## config.mk

```make
export PLATFORM = sky130hd
export DESIGN_NAME = sr_latch_vector_rom
export DESIGN_NICKNAME = d
export VERILOG_FILES = /design/src/rtl/chip_tester_pkg.sv /design/src/rtl/sr_latch_vector_rom.sv
export SDC_FILE = /design/constraint.sdc
export NUM_CORES = 1
export LEC_CHECK = 0
export BUFFER_PORTS_ARGS = -buffer_cell sky130_fd_sc_hd__buf_2
export CAP_MARGIN = 20
export CORE_AREA = 2 2 39 41
export DETAILED_ROUTE_END_ITERATION = 8
export DIE_AREA = 0 0 41 43
export MAX_ROUTING_LAYER = met4
export SYNTH_ARGS = -nofsm -noshare
export SYNTH_HDL_FRONTEND = slang
export SYNTH_SLANG_ARGS = --single-unit
```

## constraint.sdc

```tcl
create_clock -name vclk -period 1.3
set_clock_uncertainty 0.05 [all_clocks]
set_input_delay 0.13 -clock vclk [all_inputs]
set_output_delay 0.13 -clock vclk [all_outputs]
set_load 0.02 [all_outputs]
```

## src/rtl/chip_tester_pkg.sv

```systemverilog
// Shared types and the step vector table for the SR-latch chip checker.
// Step table rows are {s1_n, s2_n, r_n, exp_q}.
package chip_tester_pkg;

  localparam int STEP_W  = 3;
  localparam int N_STEPS = 8;

  localparam logic [STEP_W-1:0] STEP_S2   = 3'd5;
  localparam logic [STEP_W-1:0] STEP_HOLD = 3'd6;
  localparam logic [STEP_W-1:0] STEP_LAST = 3'd7;

  typedef enum logic [2:0] {
    IDLE,
    INIT,
    DRIVE,
    SETTLE,
    SAMPLE,
    FINISH,
    DONE
  } state_e;

  typedef struct packed {
    logic s1_n;
    logic s2_n;
    logic r_n;
    logic exp_q;
  } vec_t;

  // exp_q for steps 5 and 6 is replaced per channel by its S2 capability.
  localparam vec_t STEP_TABLE [N_STEPS] = '{
    '{1'b1, 1'b1, 1'b0, 1'b0},
    '{1'b1, 1'b1, 1'b1, 1'b0},
    '{1'b0, 1'b1, 1'b1, 1'b1},
    '{1'b1, 1'b1, 1'b1, 1'b1},
    '{1'b1, 1'b1, 1'b0, 1'b0},
    '{1'b1, 1'b0, 1'b1, 1'b1},
    '{1'b1, 1'b1, 1'b1, 1'b1},
    '{1'b0, 1'b1, 1'b0, 1'b1}
  };

endpackage

```

## src/rtl/sr_latch_vector_rom.sv

```systemverilog
// Per-channel drive and expected vectors for a step/channel/mode.
// Idle channels in walking mode hold 1 if already tested, else 0.
module sr_latch_vector_rom
  import chip_tester_pkg::*;
#(
  parameter int                 N_LATCH     = 4,
  parameter logic [N_LATCH-1:0] DUAL_S_MASK = N_LATCH'(4'b0101),
  parameter int                 CH_W        = 2
) (
  input  logic [STEP_W-1:0]  step_i,
  input  logic [CH_W-1:0]    ch_i,
  input  logic               walk_i,
  output logic [N_LATCH-1:0] s1_n_o,
  output logic [N_LATCH-1:0] s2_n_o,
  output logic [N_LATCH-1:0] r_n_o,
  output logic [N_LATCH-1:0] exp_o
);

  vec_t v;
  logic s2_step;

  // Expand the table row across channels, applying S2 capability and walking holds.
  always_comb begin
    v       = STEP_TABLE[step_i];
    s2_step = (step_i == STEP_S2) || (step_i == STEP_HOLD);
    s1_n_o  = '1;
    s2_n_o  = '1;
    r_n_o   = '1;
    exp_o   = '0;
    for (int i = 0; i < N_LATCH; i++) begin
      if (!walk_i || (CH_W'(i) == ch_i)) begin
        s1_n_o[i] = v.s1_n;
        s2_n_o[i] = v.s2_n | ~DUAL_S_MASK[i];
        r_n_o[i]  = v.r_n;
        exp_o[i]  = s2_step ? DUAL_S_MASK[i] : v.exp_q;
      end else begin
        exp_o[i]  = (CH_W'(i) < ch_i);
      end
    end
  end

endmodule

```

# --- After elaboration in Yosys (flattened, before gate mapping) ---
# Memory sizes are Yosys's and may differ from the RTL's.
# Cells that the tools add are included.
totals:
  output_inout_bits: 16
  mem_bits_ro: 32
  ff_bits: 0
  wordCells: 37
  mem_count: 1
memory_table:
  columns: ["memory", "words", "word_bits", "rd", "rd_ports_with_merged_regs", "wr", "line", "source"]
  rows:
  - ["(name not given)", 8, 4, 1, 0, 0, "sr_latch_vector_rom.sv:24", "v = STEP_TABLE[step_i];"]
op_classes:
  bitwise: 1
  mux: 18
  reduce_logical: 7
  order_cmp: 5
  eq_ne: 5
op_table:
  columns: ["op", "count"]
  rows:
  - ["two-way mux 1 bit", 16]
  - ["two-way mux 4 bit", 2]
  - ["equality test 3 bit (second input constant)", 2]
  - ["logical OR 1 bit", 5]
  - ["equality test 2 bit (first input constant)", 2]
  - [">= comparator 4 bit (second input constant)", 1]
  - ["< comparator 1 x 2 -> 1 bit (first input constant)", 2]
  - ["< comparator 2 bit (first input constant)", 2]
  - ["inverter 3 -> 4 bit", 1]
  - ["equality test 1 x 2 -> 1 bit (first input constant)", 1]
  - ["zero test 2 bit", 1]
  - ["zero test 1 bit", 1]

# --- Logic depth before layout (Yosys ltp) ---
# Gate-level depths: netlist of the first run.
logic_depth:
  depth_word: 6
  mapped_depth: 5

# --- Least setup slack after synthesis of the first run ---
# No wires, ideal clock.
synth_timing:
  path_type: "input -> output"
  from: "input port step_i[1]"
  to: "output port exp_o[1]"
  n_path_buf: 0
  t_required_ns: 1.120
  stages: 5
  slack_ns: 0.038
  t_arrival_ns: 1.082
  path_cell_list: "inv_1 > ha_1 > nand2b_4 > o32a_4 > o21ai_2"
synth_between:
  elab_chain_cells: 6
  elab_cells_between_ends: 9
  cone_classes: "eq/ne (2); mux (4); bitwise (1); reduce/logical (1); memory (1)"
synth_rtl:
  columns: ["element", "line", "source"]
  rows:
  - ["start, declared", "sr_latch_vector_rom.sv:10", "input logic [STEP_W-1:0] step_i,"]
  - ["inverter 3 -> 4 bit (not written as such)", "sr_latch_vector_rom.sv:24", null]
  - ["memory (8 x 4 bit)", null, null]
  - ["two-way mux 4 bit (not written as such) (2 in series)", "sr_latch_vector_rom.sv:24", null]
  - ["two-way mux 1 bit *", "sr_latch_vector_rom.sv:35", "exp_o[i] = s2_step ? DUAL_S_MASK[i] : v.exp_q;"]
  - ["two-way mux 1 bit *", "sr_latch_vector_rom.sv:31", "if (!walk_i || (CH_W'(i) == ch_i)) begin"]
  - ["end, declared", "sr_latch_vector_rom.sv:16", "output logic [N_LATCH-1:0] exp_o"]
# Mark *: on every way between the ends. The rest lies on a longest branch, timed or not. The select of a mux whose other input is x is not followed.

# --- Worst setup path in the final report of the first run ---
# Ends and elaborated chain as after synthesis.

==> metrics.csv, run 1 <==
stage;metric;value;unit
power;Max VDD drop;143;µV
placed_design;Port Buffers;20;
yosys;leading area contributor after synthesis;ha_1;
sta;crit path time final;1.32;ns
floorplan;Initial Util;19.8;%
global_route;first-pass GRT wire length;1.35;mm
cells_and_area;non-filler instance count after layout;81;
floorplan;core footprint;1380;µm²
yosys;sequential cell area fraction in the yosys report;0;%
yosys;Cells after Synth;42;
drt;Pre-antenna DRT Iters;4;
setup_path;critical path startpoint;step_i[1];
placed_design;dpl cells;79;
setup_path;critical path required time;1.12;ns
setup_path;crit path kind;in2out;
placed_design;detailed placer's ending HPWL;599;µm
yosys;Syn Std Cell Area;274;µm²
floorplan;Die W;41;µm
setup_path;crit-path max FO;3;
global_route;gr usage total;10.6;%
run;Max Cap Viol;0;
sta;Final setup viols;2;
drt;Final ANT Viol Nets;0;
status;outcome;finished, violations left;
sta;fmax;0.759;GHz
min_path;WHS Path Cells;4;
setup_path;startpoint types;primary input;
sta;final setup margin;-0.0182;ns
global_route;largest net degree at the start of global routing;10;
power;Leak;0.246;nW
floorplan;Ports;22;
sta;Fin. Hold Viols;0;
cells_and_area;post-route cell area;527;µm²
sta;part of the cycle the worst path needs;101;%
cts;hold-fix buffer count after cts;0;
status;failing checks;negative setup slack;
cells_and_area;share of layout cells above drive strength 1;58.5;%
yosys;syn avg cell area;6.52;µm²
placed_design;Final GP Congestion;0.844;
drt;via count;350;
min_path;hold path startpoint;ch_i[1];
power;PwrDens;424;nW/µm²
yosys;Area contributors post-synth;ha_1 (18%), nand2_1 (18%), o32a_4 (8.2%);
cells_and_area;area of the multi-input gates;289;µm²
cells_and_area;Reg area;0;µm²
cells_and_area;commonest non-fill, non-tap cell in the layout;nand2_1;
yosys;post-synth top area share;18.3;%
cells_and_area;Seq cells;0;
placed_design;Place WS;-0.132;ns
cells_and_area;n_diodes;0;
sta;RSZ-0062 raised after global routing;true;
yosys;Distinct cells, synth;20;
drt;Avg WL per Cell;9.42;µm
sta;Slew Viols, Final;0;
floorplan;# rows;14;
placed_design;area post-placement;397;µm²
drt;# DRC;0;
cells_and_area;commonest non-fill, non-tap cells in the layout;nand2_1 (13), buf_2 (11), buf_4 (11);
drt;Routed WL;763;µm
cells_and_area;Clock Buffer Count;0;
drt;Vias/cell;4.32;
floorplan;chip height;43;µm
cells_and_area;fin nets;77;
floorplan;die area;1760;µm²
setup_path;critical path endpoint category;output port;
cells_and_area;final core occ;38.1;%
cells_and_area;Fill cells;148;
global_route;Overflow after GRT;0;
cells_and_area;area grow syn2layout;92.2;%
min_path;worst hold path type;in2out;
drt;Iter 0 DRT Violations;8;
global_route;antenna violations before repair;0;
setup_path;critical path arrival;1.14;ns
global_route;via count of the first global-routing pass;334;
yosys;YS warnings;0;
power;total power;0.223;mW
min_path;Hold Path Sink;exp_o[1];
## cells by family after synthesis
kind of cell             Yosys count  share of synthesized area (%)
AO/OA/AOI/OAI                      9                           27.9
multiplexers                       1                           4.11
other                              1                           1.37
AND/OR/NAND/NOR                   18                           30.1
buffers and inverters              9                           18.3
adder cells (fa/ha/maj)            4                           18.3
## repair_timing
item | CTS | global route
endpoints found under the setup margin | 4 | 11
gates resized for setup | 18 | 10
buffers inserted | 0 | 2
pin swaps | 3 | 2
## worst max-delay path by stage
stage | slack (ns) | depth (start not counted) | end
after CTS | -0.009 | 7 | exp_o[1]
after global routing | -0.07 | 7 | exp_o[1]
after floorplan | 0.04 | 5 | exp_o[1]
after global placement | -0.12 | 7 | exp_o[1]
final | -0.02 | 7 | exp_o[1]
after detailed placement | -0.13 | 7 | exp_o[1]
## metrics by stage
stage	hold WS [ns]	setup TNS, ns
2_1_floorplan	0.350	0
3_3_place_gp	0.568	-0.396
3_5_place_dp	0.579	-0.437
4_1_cts	0.568	-0.00909
5_1_grt	0.602	-0.204
6_report	0.570	-0.0218
## power by group
part	internal [mW]	switching (mW)	total, mW
combinational	0.0987	0.125	0.223
clock	0	0	0
sequential	0	0	0
## metal layers
metal | global-route usage [%] | wire, µm
met5 | - | 0
met4 | 0 | 0
met3 | 0 | 41
met2 | 18.4 | 403
met1 | 14.2 | 317
## synthesized netlist by cell type
| library cell | instances |
|---|---|
| nor2b_1 | 1 |
| buf_6 | 1 |
| inv_1 | 5 |
| o32a_4 | 1 |
| o32ai_1 | 1 |
| a21oi_2 | 1 |
| a22oi_1 | 1 |
| o21ai_1 | 1 |
| a21oi_1 | 1 |
| nand3_1 | 2 |
| nand2b_4 | 1 |
| o21ai_2 | 1 |
| o21ai_0 | 2 |
| mux2_2 | 1 |
| buf_4 | 2 |
| clkbuf_2 | 1 |
| conb_1 | 1 |
| nor2_1 | 1 |
| nand2_1 | 13 |
| ha_1 | 4 |
## cell type report
cell class                      instances  share of cell area (%)
Multi-Input combinational cell         34                    54.9
Timing Repair Buffer                   26                    36.3
Inverter                                5                    4.99
Tap cell                               16                    3.80
## worst max-delay path, stage by stage
cell      delay (ns)
buf_12          0.09
inv_8           0.04
ha_4            0.14
nand2b_4        0.15
o32a_4          0.33
o21ai_2         0.13
buf_6           0.13
No activity file was read; power rests on OpenSTA's default activity.
==> run 2: changes to the inputs <==
Settings changed: REMOVE_ABC_BUFFERS from default to 1.
==> metrics.csv, run 2 (synthesis gave the netlist of run 1 again) <==
stage;metric;value;unit;change
cells_and_area;non-filler instance count after layout;81;;unchanged
drt;met1 wire length;337;µm;+6.3%
drt;via count;355;;+1.4%
cells_and_area;Fill cells;146;;-1.4%
drt;Pre-antenna DRT Iters;4;;unchanged
global_route;gr usage total;10.0;%;-0.61 points
sta;Slew Viols, Final;0;;unchanged
power;PwrDens;432;nW/µm²;+2.0%
drt;Top Metal Used;met3;;
cells_and_area;commonest non-fill, non-tap cells in the layout;nand2_1 (13), buf_2 (13), buf_4 (8);;
floorplan;die area;1760;µm²;unchanged
setup_path;Buf/Inv on CP;3;;unchanged
sta;Final setup viols;0;;-2
sta;RSZ-0062 raised after global routing;true;;
sta;Fin. Hold Viols;0;;unchanged
cells_and_area;share of layout cells above drive strength 1;56.9;%;-1.5 points
global_route;first-pass GRT wire length;1.29;mm;-4.6%
setup_path;crit-path cells;buf_12 > inv_6 > ha_4 > nand2b_4 > o32a_4 > o21ai_2 > buf_6;;
sta;fmax;0.771;GHz;+1.6%
sta;part of the cycle the worst path needs;99.8;%;-1.6 points
floorplan;core footprint;1380;µm²;unchanged
cells_and_area;area grow syn2layout;82.2;%;
cells_and_area;final core occ;36.1;%;-2.0 points
setup_path;crit-path max FO;4;;+1
run;Max Cap Viol;0;;unchanged
cells_and_area;fin nets;77;;unchanged
cells_and_area;Clock Buffer Count;0;;unchanged
placed_design;detailed placer's ending HPWL;608;µm;+1.5%
setup_path;CP top delay family;compound AO/OA/AOI/OAI gates;;
floorplan;Ports;22;;unchanged
drt;# DRC;0;;unchanged
placed_design;Port Buffers;20;;unchanged
min_path;hold path startpoint;ch_i[1];;
setup_path;critical path arrival;1.12;ns;-0.02 ns
cells_and_area;Reg area;0;µm²;unchanged
power;NetSw;0.119;mW;-4.1%
placed_design;Final GP Congestion;0.799;;-5.3%
power;Max VDD drop;132;µV;-7.6%
floorplan;# rows;14;;unchanged
global_route;largest net degree at the start of global routing;10;;unchanged
power;Clk network pwr share;0;%;unchanged
drt;Avg WL per Cell;9.52;µm;+1.0%
setup_path;slowest stage cell, crit path;o32a_4;;
setup_path;crit path kind;in2out;;
status;outcome;complete, no violations;;
cells_and_area;Seq cells;0;;unchanged
power;Int Pwr;0.0963;mW;-2.4%
global_route;via count of the first global-routing pass;310;;-7.2%
global_route;antenna violations before repair;0;;unchanged
setup_path;startpoint types;primary input;;
sta;crit path time final;1.30;ns;-0.0211 ns
min_path;worst hold path type;in2out;;
global_route;Overflow after GRT;0;;unchanged
setup_path;critical path endpoint category;output port;;
placed_design;area post-placement;404;µm²;+1.9%
power;Flop pwr share;0;%;unchanged
power;Comb power frac;100.0;%;about the same
sta;final setup margin;0.00292;ns;+0.0211 ns
drt;Iter 0 DRT Violations;7;;-1
placed_design;dpl cells;80;;+1.3%
floorplan;chip height;43;µm;unchanged
drt;Final ANT Viol Nets;0;;unchanged
power;Leak;0.239;nW;-2.5%
drt;met3 wire length;46;µm;+12%
floorplan;Initial Util;19.8;%;unchanged
setup_path;critical path required time;1.12;ns;about the same
floorplan;Die W;41;µm;unchanged
cells_and_area;post-route cell area;499;µm²;-5.2%
cells_and_area;n_diodes;0;;unchanged
drt;Routed WL;771;µm;+1.0%
drt;met2 WL post-DR;387;µm;-4.0%
power;Net Sw Frac;55.4;%;-0.44 points
drt;Vias/cell;4.38;;+1.4%
cells_and_area;area of the multi-input gates;263;µm²;-9.1%
setup_path;critical path startpoint;step_i[1];;
placed_design;Place WS;-0.149;ns;-0.0175 ns
setup_path;Crit path largest cell delay;0.32;ns;about the same
sta;Fin Hold WS;0.568;ns;-0.00209 ns
[run 2: cell counts in the layout (fill, tap and decap cells not counted)]
No cell type changed its count.
[run 2: what timing repair did]
action	4_1_cts	5_1_grt
resized for setup	18	8
setup buffers	0	1
endpoints found under the setup margin	8	9
hold buffers	0	0
gates cloned	0	0
pin swaps	4	1
[run 2: per-layer routing]
metal  vias up  GRT usage (%)
li1        182              -
met1       162           13.6
met2        11           17.2
met3         0              0
met4         0              0
met5         -              -
[run 2: layout make-up]
class                      instances  area share, %
inverter                           5           5.26
multi-input combinational         34           52.6
tap                               16           4.01
timing repair buffer              26           38.1
[run 2: final timing paths]
path / to / cells past startpoint
worst max-delay path: exp_o[1] / 7
worst min-delay path: exp_o[1] / 4
[run 2: power by group through the flow]
stage | sequential [mW] | clock, mW | combinational (mW)
6_report | 0 | 0 | 0.216
5_1_grt | 0 | 0 | 0.237
4_1_cts | 0 | 0 | 0.201
3_5_place_dp | 0 | 0 | 0.178
3_3_place_gp | 0 | 0 | 0.176
2_1_floorplan | 0 | 0 | 0.106
[run 2: stage by stage]
stage	power [mW]	setup TNS, ns
after floorplan	0.106	0
after global placement	0.176	-0.608
after detailed placement	0.178	-0.665
after CTS	0.201	0
after global routing	0.237	-0.107
final	0.216	0
==> run 3: changes to the inputs <==
Settings changed: BUFFER_PORTS_ARGS -buffer_cell sky130_fd_sc_hd__buf_2 to default, DONT_BUFFER_PORTS from default to 1.
==> metrics.csv, run 3 (synthesis gave the netlist of run 1 again) <==
stage;metric;value;unit;change
cts;hold-fix buffer count after cts;0;;unchanged
sta;crit path time final;1.26;ns;-0.0385 ns
setup_path;slowest stage cell, crit path;o32a_4;;
cells_and_area;Clock Buffer Count;0;;unchanged
global_route;via count of the first global-routing pass;219;;-29%
setup_path;critical path endpoint category;output port;;
drt;# DRC;0;;unchanged
run;Max Cap Viol;0;;unchanged
power;PwrDens;436;nW/µm²;+0.83%
sta;TNS Setup;0;ns;unchanged
global_route;gr usage total;7.57;%;-2.5 points
status;outcome;complete, no violations;;
setup_path;crit path kind;in2out;;
setup_path;CP top delay family;compound AO/OA/AOI/OAI gates;;
sta;Final setup viols;0;;unchanged
floorplan;core footprint;1380;µm²;unchanged
power;Leak;0.144;nW;-40%
global_route;Overflow after GRT;0;;unchanged
min_path;worst hold path type;in2out;;
cells_and_area;fin nets;54;;-30%
cells_and_area;Reg area;0;µm²;unchanged
cells_and_area;commonest non-fill, non-tap cells in the layout;nand2_1 (13), inv_1 (5), ha_1 (3), buf_4 (3);;
drt;Avg WL per Cell;12.2;µm;+28%
cells_and_area;share of layout cells above drive strength 1;23.8;%;-33 points
placed_design;area post-placement;289;µm²;-28%
cells_and_area;area grow syn2layout;14.6;%;
cts;post-CTS setup buffers;0;;unchanged
placed_design;Port Buffers;0;;-100%
cells_and_area;non-filler instance count after layout;58;;-28%
setup_path;startpoint types;primary input;;
power;Max VDD drop;141;µV;+6.6%
global_route;antenna violations before repair;0;;unchanged
setup_path;crit-path max FO;4;;unchanged
setup_path;critical path arrival;1.08;ns;-0.04 ns
cells_and_area;n_diodes;0;;unchanged
floorplan;Die W;41;µm;unchanged
drt;Final ANT Viol Nets;0;;unchanged
drt;Routed WL;705;µm;-8.6%
sta;part of the cycle the worst path needs;96.8;%;-3.0 points
setup_path;Crit path largest cell delay;0.34;ns;+0.02 ns
global_route;largest net degree at the start of global routing;10;;unchanged
cells_and_area;final core occ;22.7;%;-13 points
global_route;first-pass GRT wire length;966;µm;-25%
floorplan;chip height;43;µm;unchanged
cells_and_area;commonest non-fill, non-tap cell in the layout;nand2_1;;
floorplan;die area;1760;µm²;unchanged
setup_path;Buf/Inv on CP;1;;-2
floorplan;Initial Util;19.8;%;unchanged
placed_design;dpl cells;58;;-28%
sta;Slew Viols, Final;0;;unchanged
floorplan;Ports;22;;unchanged
drt;Iter 0 DRT Violations;1;;-6
sta;fmax;0.795;GHz;+3.1%
cells_and_area;post-route cell area;314;µm²;-37%
placed_design;detailed placer's ending HPWL;563;µm;-7.4%
floorplan;# rows;14;;unchanged
sta;Fin. Hold Viols;0;;unchanged
setup_path;crit-path cells;inv_1 > ha_1 > nand2b_4 > o32a_4 > o21ai_4;;
drt;Vias/cell;4.57;;+4.2%
placed_design;Final GP Congestion;0.719;;-10%
drt;Pre-antenna DRT Iters;2;;-2
setup_path;critical path required time;1.12;ns;about the same
cells_and_area;Seq cells;0;;unchanged
drt;via count;265;;-25%
-- run 3: cell count changes in the layout (fill, tap and decap cells not counted), sizes merged --
cell	change
buf	-23
-- run 3: power by group --
group | switching, mW | internal (mW) | leakage (nW)
Clock | 0 | 0 | 0
Sequential | 0 | 0 | 0
Combinational | 0.0932 | 0.0436 | 0.144
Total | 0.0932 | 0.0436 | 0.144
-- run 3: repair_timing --
item | 4_1_cts | 5_1_grt
hold endpoints to repair | 0 | 0
pin swaps | 0 | 1
resized for setup | 2 | 2
endpoints found under the setup margin | 2 | 2
-- run 3: final cells by class --
type | instances | area [µm²]
Multi-Input combinational cell | 34 | 253
Tap cell | 16 | 20.0
Fill cell | 156 | 1070
Inverter | 5 | 18.8
Timing Repair Buffer | 3 | 22.5
-- run 3: through the flow --
stage	worst slack, ns	hold slack, ns	power (mW)
after global routing	-0.0138	0.265	0.149
after CTS	0.00488	0.286	0.134
after floorplan	0.0384	0.282	0.106
after detailed placement	-0.0228	0.286	0.127
final	0.0414	0.265	0.137
after global placement	-0.0161	0.286	0.126
-- run 3: worst paths after layout --
check / from / endpoint / depth (start not counted)
worst max-delay path: step_i[1] / exp_o[1] / 5
worst min-delay path: walk_i / exp_o[3] / 1
-- run 3: metal layers --
metal,wire length [µm],track usage [%],vias up
li1,-,-,133
met5,0,-,-
met2,332,10.6,11
met4,0,0,0
met1,315,12.3,121
met3,56,0.524,0
